**src/rtl/cpu_trace_buffer.sv**
```systemverilog
// cpu_trace_buffer: FWFT FIFO of retired-instruction trace entries; clock/reset(async low), en/clear control, wb_* retire inputs, rd_* head outputs, count, sticky overflow
module cpu_trace_buffer #(
  parameter int DATA_W  = 32,
  parameter int REG_W   = 5,
  parameter int DEPTH   = 16,
  parameter int STAMP_W = 16,
  parameter int FILTER  = 1,
  parameter int WRAP    = 0
) (
  input  logic                     clock,
  input  logic                     reset,
  input  logic                     en,
  input  logic                     clear,
  input  logic                     wb_valid,
  input  logic                     wb_reg_write,
  input  logic [REG_W-1:0]         wb_num_write,
  input  logic [DATA_W-1:0]        wb_data_write,
  input  logic [DATA_W-1:0]        wb_pc,
  input  logic                     rd_ready,
  output logic                     rd_valid,
  output logic [DATA_W-1:0]        rd_pc,
  output logic [REG_W-1:0]         rd_num,
  output logic [DATA_W-1:0]        rd_data,
  output logic                     rd_we,
  output logic [STAMP_W-1:0]       rd_stamp,
  output logic [$clog2(DEPTH):0]   count,
  output logic                     overflow
);
  localparam int AW = $clog2(DEPTH);
  logic [DATA_W-1:0] pc_mem [DEPTH];
  logic [REG_W-1:0] num_mem [DEPTH];
  logic [DATA_W-1:0] data_mem [DEPTH];
  logic we_mem [DEPTH];
  logic [STAMP_W-1:0] stamp_mem [DEPTH];
  logic [AW-1:0] head, tail;
  logic [STAMP_W-1:0] stamp;
  logic cap, full, pop, wr, adv;
  always_comb begin
    cap = en && wb_valid && (FILTER == 0 || wb_reg_write);
    full = count == (AW+1)'(DEPTH);
    pop = rd_valid && rd_ready;
    wr = cap && (!full || pop || WRAP != 0);
    adv = pop || (cap && full && WRAP != 0);
  end
  assign rd_valid = count != '0;
  assign rd_pc = pc_mem[head];
  assign rd_num = num_mem[head];
  assign rd_data = data_mem[head];
  assign rd_we = we_mem[head];
  assign rd_stamp = stamp_mem[head];
  always_ff @(posedge clock or negedge reset) begin
    if (!reset) begin
      head <= '0;
      tail <= '0;
      count <= '0;
      stamp <= '0;
      overflow <= 1'b0;
    end else if (clear) begin
      head <= '0;
      tail <= '0;
      count <= '0;
      stamp <= '0;
      overflow <= 1'b0;
    end else begin
      stamp <= stamp + 1'b1;
      if (wr) tail <= tail + 1'b1;
      if (adv) head <= head + 1'b1;
      count <= count + (AW+1)'(wr) - (AW+1)'(adv);
      if (cap && full && !pop) overflow <= 1'b1;
    end
  end
  always_ff @(posedge clock) begin
    if (wr && !clear) begin
      pc_mem[tail] <= wb_pc;
      num_mem[tail] <= wb_num_write;
      data_mem[tail] <= wb_data_write;
      we_mem[tail] <= wb_reg_write;
      stamp_mem[tail] <= stamp;
    end
  end
endmodule

```
**config.mk**
```make
export PLATFORM = sky130hd
export DESIGN_NAME = cpu_trace_buffer
export DESIGN_NICKNAME = d
export VERILOG_FILES = /design/src/rtl/cpu_trace_buffer.sv
export SDC_FILE = /design/constraint.sdc
export NUM_CORES = 1
export LEC_CHECK = 0
export CAP_MARGIN = 20
export CORE_MARGIN = 1
export CORE_UTILIZATION = 40
export CTS_CLUSTER_DIAMETER = 40
export CTS_CLUSTER_SIZE = 8
export DETAILED_ROUTE_END_ITERATION = 12
export PLACE_DENSITY_LB_ADDON = 0.08
export RECOVER_POWER = 100
export SYNTH_ARGS = -nofsm -noshare
export SYNTH_HDL_FRONTEND = slang
export SYNTH_SLANG_ARGS = --single-unit
```
**constraint.sdc**
```tcl
create_clock -name clock -period 23.1 [get_ports clock]
set_input_delay 2.31 -clock clock [delete_from_list [all_inputs] [get_ports clock]]
set_output_delay 2.31 -clock clock [all_outputs]
set_load 0.03 [all_outputs]
```
# Word-level counts from Yosys, hierarchy flattened
# Memories as Yosys holds them, arrays and structs flattened.
# Cells that the tools add are included.
# Widths: inputs -> output; s select.
# classes
addsub	5
n_eq_ne	1
n_mux	10
reduce_logical	15
# ops
cell	n
$add 16x1->16 const B	1
$mux 16	1
$mux 4	4
$add 4x1->4 const B	2
$logic_and 1x1->1	7
$reduce_bool 2->1	3
$add 5x1->5	1
$eq 5x5->1 const B	1
$mux 5	1
$reduce_bool 5->1	1
$sub 5x1->5	1
$mux 1	4
$logic_not 1->1	3
$logic_or 1x1->1	1
# totals
register_bits	30
ram_bits	1376
input_bits	76
output_inout_bits	93
wordCells	41
mem_count	5
# memory_table
name	depth	word_bits	rd	rd_clocked_by_memory_dff	write_ports	line_no	text
data_mem	16	32	1	0	1	32	logic [DATA_W-1:0] data_mem [DEPTH];
pc_mem	16	32	1	0	1	30	logic [DATA_W-1:0] pc_mem [DEPTH];
stamp_mem	16	16	1	0	1	34	logic [STAMP_W-1:0] stamp_mem [DEPTH];
num_mem	16	5	1	0	1	31	logic [REG_W-1:0] num_mem [DEPTH];
we_mem	16	1	1	0	1	33	logic we_mem [DEPTH];

# Depth between registers and ports, before layout
# Gate-level depths: netlist of the first run.
# logic_depth
ltp_word	7
mapped_depth	14
depth_no_buf	13

# Worst setup path before layout of the first run
# OpenSTA, ideal clock, no wires.
# synth_timing
path_type	input to register
startpoint	input port wb_reg_write
endpoint	memory data_mem[0][0] (enable)
setup_time_ps	636
arrival_ps	8804
required_ps	22464
path_slack_ps	13660
stages	4
n_path_buf	0
cell_sequence	nand3_1 > a211oi_1 > nand2_1 > nor3_1
# synth_via
elab_chain_len	5
# synth_lines
item	line_no	text
from (decl)	15	input logic wb_reg_write,
$logic_and 1x1->1	39	cap = en && wb_valid && (FILTER == 0 || wb_reg_write);
$logic_and 1x1->1	42	wr = cap && (!full || pop || WRAP != 0);
$logic_and 1x1->1	73	if (wr && !clear) begin
$mux 1	73	
$mux 1 (implied by the code)	76	data_mem[tail] <= wb_data_write;
to (decl)	32	
# No other way between the ends.

# Worst setup path in the final report of the first run
# layout_timing
startpoint	register head[1]
endpoint	output port rd_stamp[2]
# layout_via
elab_chain_len	1
# layout_lines
item	line_no	text
from (decl)	35	logic [AW-1:0] head, tail;
from (signal assigned)	67	if (adv) head <= head + 1'b1;
$mem_v2 16x16	n/a	
to (decl)	25	output logic [STAMP_W-1:0] rd_stamp,
# No other way between the ends.

==> tab_implementation.tex, run 1 <==
\begin{tabular}{lr}
\hline
Metric & Value \\
\hline
\multicolumn{2}{l}{\textbf{Run status}} \\
Outcome & complete, but fails checks \\
Violations in the final reports & capacitance limit, slew limit \\
\multicolumn{2}{l}{\textbf{Clock network}} \\
TritonCTS clock tree & done \\
Clock latency on the worst-skew pair & 800 ps \\
Count of buffers added by post-CTS timing repair for setup & 0 \\
Clock tree root driver cell & clkbuf\_16 \\
Total number of clock tree sinks & 1406 \\
Post-cts sizing count & 0 \\
Clock-pin slew on the worst setup and hold paths & 50 ps \\
H-tree levels & 4 \\
Clock buffers created by TritonCTS & 220 \\
Clock Path Buffers & 3 \\
\# hold bufs at CTS & 0 \\
\multicolumn{2}{l}{\textbf{Critical path}} \\
Type of origin of the critical path & register \\
Largest delay contributor family on the critical path & buffers and inverters \\
Buffers \& Inverters on Critical Path & 3 \\
Cells traversed along the worst timing path & clkbuf\_1 > nor2b\_1 > clkbuf\_1 > a221oi\_1 > o21ai\_0 > nand2\_1 > dlygate4sd3\_1 \\
Crit Path Max Fanout & 58 \\
Arrival @ worst endpoint & 12500 ps \\
Cell mode on critical path & clkbuf\_1 \\
Critical path class & register to output pin \\
Worst path max stage delay & 2900 ps \\
Required time at the worst-slack endpoint & 20790 ps \\
Slowest cell on the critical path & clkbuf\_1 \\
Crit end category & output pin \\
\multicolumn{2}{l}{\textbf{Floorplanning}} \\
Initial core utilization & 40.5\% \\
Area of the die & 0.137 mm\^{}2 \\
Die Wd & 370 um \\
Cell row count & 134 \\
Die height & 370 um \\
Num ports & 169 \\
Core ar. & 0.134 mm\^{}2 \\
\multicolumn{2}{l}{\textbf{Route}} \\
Vias per Instance & 5.64 \\
Total iterations of the first detailed-routing run & 5 \\
Detailed Route WL & 138000 um \\
Count of routing violations after the opening detailed-route iteration & 1984 \\
DRC violations left & 0 \\
Vias post-DR & 27300 \\
Routed Antenna Nets & 0 \\
Wire length per cell & 28.5 um \\
\multicolumn{2}{l}{\textbf{STA}} \\
Final hold violations & 0 \\
Final worst-path cycle share & 64.1\% \\
Final critical path time including I/O delays and setup & 14810 ps \\
Final sum of negative setup slack & 0 ps \\
Worst relative slew slack & -475\% \\
Crit path setup slack, layout & 8290 ps \\
Actual transition at the worst max-transition pin & 8620 ps \\
Highest Clock Rate & 67.5 MHz \\
Number of max-slew violations in the final report & 1756 \\
Fin Clk Skew & 27.4 ps \\
Final setup violating endpoints & 0 \\
Unrepaired setup endpoints after global routing & false \\
\multicolumn{2}{l}{\textbf{GRT}} \\
Total routing resource utilization after global routing & 20.2\% \\
First-pass GRT wire length & 199000 um \\
Total congestion overflow after global routing & 0 \\
Number of antenna violations at the first check in global routing & 19 \\
Largest net degree at the start of global routing & 136 \\
Via count of the first global-routing pass & 28800 \\
\multicolumn{2}{l}{\textbf{Finish}} \\
Share of post-route cells with drive strength above 1 & 15.9\% \\
Total of fill cells in the finished design & 11100 \\
Commonest non-fill, non-tap cell in the layout & edfxtp\_1 \\
Area Overhead vs Synth & 17.9\% \\
Layout Nets & 3032 \\
Non-Filler Instances & 4846 \\
Highest-count cells in the layout ignoring fill and taps & 1376 x edfxtp\_1, 345 x mux2i\_1, 225 x clkbuf\_16, 172 x mux4\_2, 159 x dlygate4sd3\_1 \\
\multicolumn{2}{l}{\textbf{Power and ir drop}} \\
Internal Dissipation & 5.13 mW \\
Power per cell area & 106 mW/mm\^{}2 \\
Share of total power in sequential cells & 41.8\% \\
Leakage power & 20.3 nW \\
Total power draw & 6.80 mW \\
Switching power & 1.68 mW \\
Part of the total power dissipated in the clock network & 42.7\% \\
Gate power share & 15.5\% \\
Highest ir drop seen on vdd & 0.0714 mV \\
Switching power as a share of total power & 24.6\% \\
\multicolumn{2}{l}{\textbf{Placement}} \\
Number of buffers added on ports & 168 \\
DPL Wire Length & 63900 um \\
Weighted congestion reported at the end of routability-driven placement & 0.697 \\
Placement Setup Slack & 15410 ps \\
Cells after DPL & 4490 \\
\multicolumn{2}{l}{\textbf{Hold path}} \\
Type of the tightest min-delay check & register to register \\
\multicolumn{2}{l}{\textbf{Logic synthesis}} \\
Number of warnings printed during yosys synthesis & 0 \\
Post-Synthesis Cells & 2649 \\
Post-synthesis sequential area ratio & 77.5\% \\
Post-synthesis register bit count & 1406 \\
Post-synth net total & 2737 \\
Mean Syn Cell Area & 20.5 um\^{}2 \\
Number of enable-type register cells in the synthesized netlist & 1376 \\
Yosys cell types & 43 \\
Post-synth design cell area & 0.0543 mm\^{}2 \\
Post-synth top flop & edfxtp\_1 \\
Async set-reset flop share out of synthesis & 2.13\% \\
\multicolumn{2}{l}{\textbf{Run}} \\
Count of max-cap constraint violations & 44 \\
\hline
\end{tabular}
## path summary, 6_finish.rpt
check	endpoint	cells past startpoint	start	slack (ps)
max	rd_stamp[2]	7	head[1]	8290
min	overflow	2	overflow	520
max reg2reg	pc_mem[3][1]	7	count[2]	14440
min reg2reg	overflow	2	overflow	520
max in group asynchronous	head[0]	1	reset	19470
min in group asynchronous	stamp[0]	1	reset	2130
## routing by layer
metal	track usage (%)	vias up	share of wire, %
met3	3.42	230	5.2
met5	0	-	0.025
met2	32.3	794	48
met4	6.10	6	2.2
li1	-	11700	-
met1	28.3	14600	45
## area by class of cell
class                      instances  area (um^2)  share of cell area, %
inverter                          10         40.0                 0.0626
tap                             1768         2210                   3.46
timing repair buffer             223         1970                   3.07
multi-input combinational       1083        11200                   17.6
clock inverter                    61          520                  0.813
antenna                            6         15.0                 0.0235
sequential                      1406        42100                   65.7
clock buffer                     289         5930                   9.27
## through the flow
step | instance area (um^2) | util, % | hold slack (ps)
global placement | 57800 | 43.1 | 498
global route | 64000 | 47.7 | 540
CTS | 64300 | 48.0 | 524
finish | 64000 | 47.7 | 515
detailed placement | 57900 | 43.1 | 505
floorplan | 54300 | - | 558
## worst reg2reg max path, stage by stage, from the launching register on
cell and delay [ps]:
dfrtp_1 410, inv_1 90, ha_1 210, nor3b_1 190
a211oi_1 490, nand2_1 280, nor3_1 190, clkbuf_1 6010
## synthesized netlist by cell type (4+ instances only)
cell type,n,share of area [%]
edfxtp_1,1376,76
mux2i_1,345,6.4
mux4_2,172,7.1
a221oi_1,154,2.5
nand2_1,98,0.68
a22oi_1,86,1.2
o21ai_0,80,0.74
clkbuf_1,58,0.40
buf_6,36,0.75
nor2_1,32,0.22
dfrtp_1,30,1.4
buf_2,21,0.19
buf_4,20,0.28
a221oi_2,18,0.50
ha_1,11,0.25
nand3_1,11,0.10
xor2_1,11,0.18
buf_1,10,0.069
o21ai_1,10,0.092
a21oi_1,9,0.083
inv_1,9,0.062
nand4_1,6,0.069
nor2b_1,6,0.069
xnor2_1,6,0.097
nor3_1,5,0.046
or3_1,4,0.046
## sequential cells by signal, summed over array words and instances, names as in the netlist
signal     flops
count          5
data_mem     512
head           4
num_mem       80
overflow       1
pc_mem       512
stamp         16
stamp_mem    256
tail           4
we_mem        16
## power groups by stage
| stage | Sequential, mW | Clock, mW | Combinational (mW) |
|---|---|---|---|
| floorplan | 2.87 | 0 | 0.829 |
| global placement | 2.89 | 0 | 1.08 |
| detailed placement | 2.89 | 0 | 1.09 |
| CTS | 2.85 | 2.97 | 1.09 |
| global route | 2.85 | 3.07 | 1.13 |
| finish | 2.85 | 2.90 | 1.05 |
## cells by family (layout without fill, tap and decap cells)
family / count (synthesis) / after routing / synth area share, %
AO/OA/AOI/OAI: 363 / 363 / 5.17
flip-flops: 1406 / 1406 / 77.5
buffers and inverters: 160 / 583 / 1.88
XOR/XNOR: 17 / 17 / 0.274
other: 0 / 6 / 0
AND/OR/NAND/NOR: 174 / 174 / 1.39
adder cells (fa/ha/maj): 12 / 12 / 0.290
multiplexers: 517 / 517 / 13.5
Power figures use the tool's default switching activity.
==> run 2, diff against run 1 <==
- clock period: 23.1 -> 15.3 ns (I/O delays scaled with it)
==> run 2 against run 1 <==
- the run still ends with capacitance limit, slew limit left
- combinational power rose by 50%
- hold slack improved by 14 ps
- register-to-register slack got worse by 8200 ps
- flip-flop and latch count did not move
- sequential share of layout area rose by 0.12 points
- worst setup slack got worse by 3400 ps
- global-route usage fell by 0.51 points
- cell count fell by 0.47%
- via count fell by 1.4%
- core utilization fell by 0.082 points
- count of clock-buffer cells in the layout fell by 4
- die area did not move
- critical endpoint is now rd_stamp[10]
- highest routed layer unchanged
==> tab_implementation.tex, run 2 (synthesized netlist as in run 1, its figures left out) <==
\begin{tabular}{lr}
\hline
Metric & Value \\
\hline
\multicolumn{2}{l}{\textbf{Finish}} \\
Biggest regs & data\_mem (512), pc\_mem (512), stamp\_mem (256) \\
Commonest non-fill, non-tap cell in the layout & edfxtp\_1 \\
Highest-count cells in the layout ignoring fill and taps & 1376 x edfxtp\_1, 345 x mux2i\_1, 221 x clkbuf\_16, 172 x mux4\_2, 161 x dlygate4sd3\_1 \\
Area Overhead vs Synth & 17.7\% \\
Share of post-route cells with drive strength above 1 & 15.6\% \\
End-of-flow core utilization & 47.6\% \\
Layout Nets & 3017 \\
\multicolumn{2}{l}{\textbf{Floorplanning}} \\
Initial core utilization & 40.5\% \\
Die height & 370 um \\
Die Wd & 370 um \\
Cell row count & 134 \\
Area of the die & 0.137 mm\^{}2 \\
Core ar. & 0.134 mm\^{}2 \\
Num ports & 169 \\
\multicolumn{2}{l}{\textbf{Critical path}} \\
Required time at the worst-slack endpoint & 13770 ps \\
Crit end category & output pin \\
Type of origin of the critical path & register \\
Crit Path Max Fanout & 133 \\
Cells traversed along the worst timing path & clkbuf\_1 > and2\_0 > buf\_12 > a221oi\_1 > a22oi\_1 > nand2\_1 > dlygate4sd3\_1 \\
Largest delay contributor family on the critical path & buffers and inverters \\
Critical path class & register to output pin \\
Slowest cell on the critical path & and2\_0 \\
Buffers \& Inverters on Critical Path & 3 \\
Worst path max stage delay & 2820 ps \\
Arrival @ worst endpoint & 8920 ps \\
\multicolumn{2}{l}{\textbf{Clock network}} \\
Clock tree root driver cell & clkbuf\_16 \\
\# hold bufs at CTS & 0 \\
H-tree levels & 4 \\
TritonCTS clock tree & done \\
Count of buffers added by post-CTS timing repair for setup & 0 \\
Clock latency on the worst-skew pair & 810 ps \\
Clock buffers created by TritonCTS & 215 \\
Total number of clock tree sinks & 1406 \\
Post-cts sizing count & 0 \\
Clock Path Buffers & 3 \\
Clock-pin slew on the worst setup and hold paths & 50 ps \\
\multicolumn{2}{l}{\textbf{STA}} \\
Fin Clk Skew & 32.4 ps \\
Actual transition at the worst max-transition pin & 8200 ps \\
Highest Clock Rate & 95.7 MHz \\
Final critical path time including I/O delays and setup & 10450 ps \\
Final setup violating endpoints & 0 \\
Final hold violations & 0 \\
Unrepaired setup endpoints after global routing & false \\
Final worst-path cycle share & 68.3\% \\
Final sum of negative setup slack & 0 ps \\
Number of max-slew violations in the final report & 1514 \\
Crit path setup slack, layout & 4850 ps \\
Worst relative slew slack & -446\% \\
\multicolumn{2}{l}{\textbf{Placement}} \\
DPL Wire Length & 60100 um \\
Number of buffers added on ports & 168 \\
Placement Setup Slack & 8960 ps \\
Weighted congestion reported at the end of routability-driven placement & 0.705 \\
\multicolumn{2}{l}{\textbf{GRT}} \\
Total routing resource utilization after global routing & 19.7\% \\
First-pass GRT wire length & 194000 um \\
Number of antenna violations at the first check in global routing & 25 \\
Total congestion overflow after global routing & 0 \\
Largest net degree at the start of global routing & 149 \\
Via count of the first global-routing pass & 28400 \\
\multicolumn{2}{l}{\textbf{Route}} \\
Vias per Instance & 5.58 \\
Routed Antenna Nets & 0 \\
Count of routing violations after the opening detailed-route iteration & 2039 \\
Detailed Route WL & 134000 um \\
DRC violations left & 0 \\
Total iterations of the first detailed-routing run & 5 \\
Vias post-DR & 26900 \\
Wire length per cell & 27.8 um \\
\multicolumn{2}{l}{\textbf{Power and ir drop}} \\
Leakage power & 20.2 nW \\
Total power draw & 10.2 mW \\
Power per cell area & 160 mW/mm\^{}2 \\
Highest ir drop seen on vdd & 0.131 mV \\
\multicolumn{2}{l}{\textbf{Run}} \\
Count of max-cap constraint violations & 34 \\
\multicolumn{2}{l}{\textbf{Hold path}} \\
Type of the tightest min-delay check & register to register \\
\multicolumn{2}{l}{\textbf{Run status}} \\
Outcome & complete, but fails checks \\
Violations in the final reports & capacitance limit, slew limit \\
\hline
\end{tabular}
run 2: changes by cell type in the layout (fill, tap and decap cells not counted), moves of 2 or more:
cell / before / now
clkbuf_16: 225 / 221
clkbuf_1: 98 / 93
clkdlybuf4s50_1: 8 / 6
clkinv_2: 16 / 10
buf_4: 14 / 7
clkinv_1: 22 / 17
clkinvlp_4: 6 / 3
buf_12: 2 / 6
clkbuf_8: 6 / 4
dlygate4sd3_1: 159 / 161
diode_2: 6 / 8
run 2: routing by layer:
metal  vias up  GRT usage (%)  part of all wire (%)
li1      11700              -                     -
met1     14400           27.3                    45
met2       645           31.7                    49
met3       211           3.64                   4.5
met4         8           5.77                   2.0
met5         -              0                 0.038
run 2: area by class of cell:
class                           count  area, um^2
Antenna cell                        8        20.0
Clock buffer                      285        5810
Clock inverter                     50         508
Fill cell                       11100       70200
Inverter                           10        40.0
Multi-Input combinational cell   1083       11200
Sequential cell                  1406       42100
Tap cell                         1768        2210
Timing Repair Buffer              213        1970
run 2: worst paths after layout:
path,startpoint,to,slack [ps],cells past startpoint
setup reg to reg,count[2],data_mem[9][19],6240,7
max in group asynchronous,reset,head[1],12550,1
min in group asynchronous,reset,stamp[0],1310,1
setup / recovery,head[1],rd_stamp[10],4850,7
hold / removal,overflow,overflow,530,2
hold reg to reg,overflow,overflow,530,2
run 2: stage by stage:
stage	instances	hold slack (ps)	instance area, um^2
after floorplan	2649	558	54300
after global placement	4480	512	57800
after detailed placement	4480	514	57800
after CTS	4815	540	64200
after global routing	4818	552	63900
final	4823	529	63900
run 2: power by group:
group	total [mW]	leakage, nW	switching, mW	internal (mW)
combinational	1.57	4.30	0.851	0.715
sequential	4.31	12.8	0.0600	4.25
clock	4.32	3.07	1.58	2.74
run 2: worst reg2reg max path: cells and delay by family, from the launching register on:
family,cells,cell delay [ps]
buffers and inverters,2,5500
AND/OR/NAND/NOR,3,1680
AO/OA/AOI/OAI,1,540
flip-flops,1,370
adder cells (fa/ha/maj),1,210
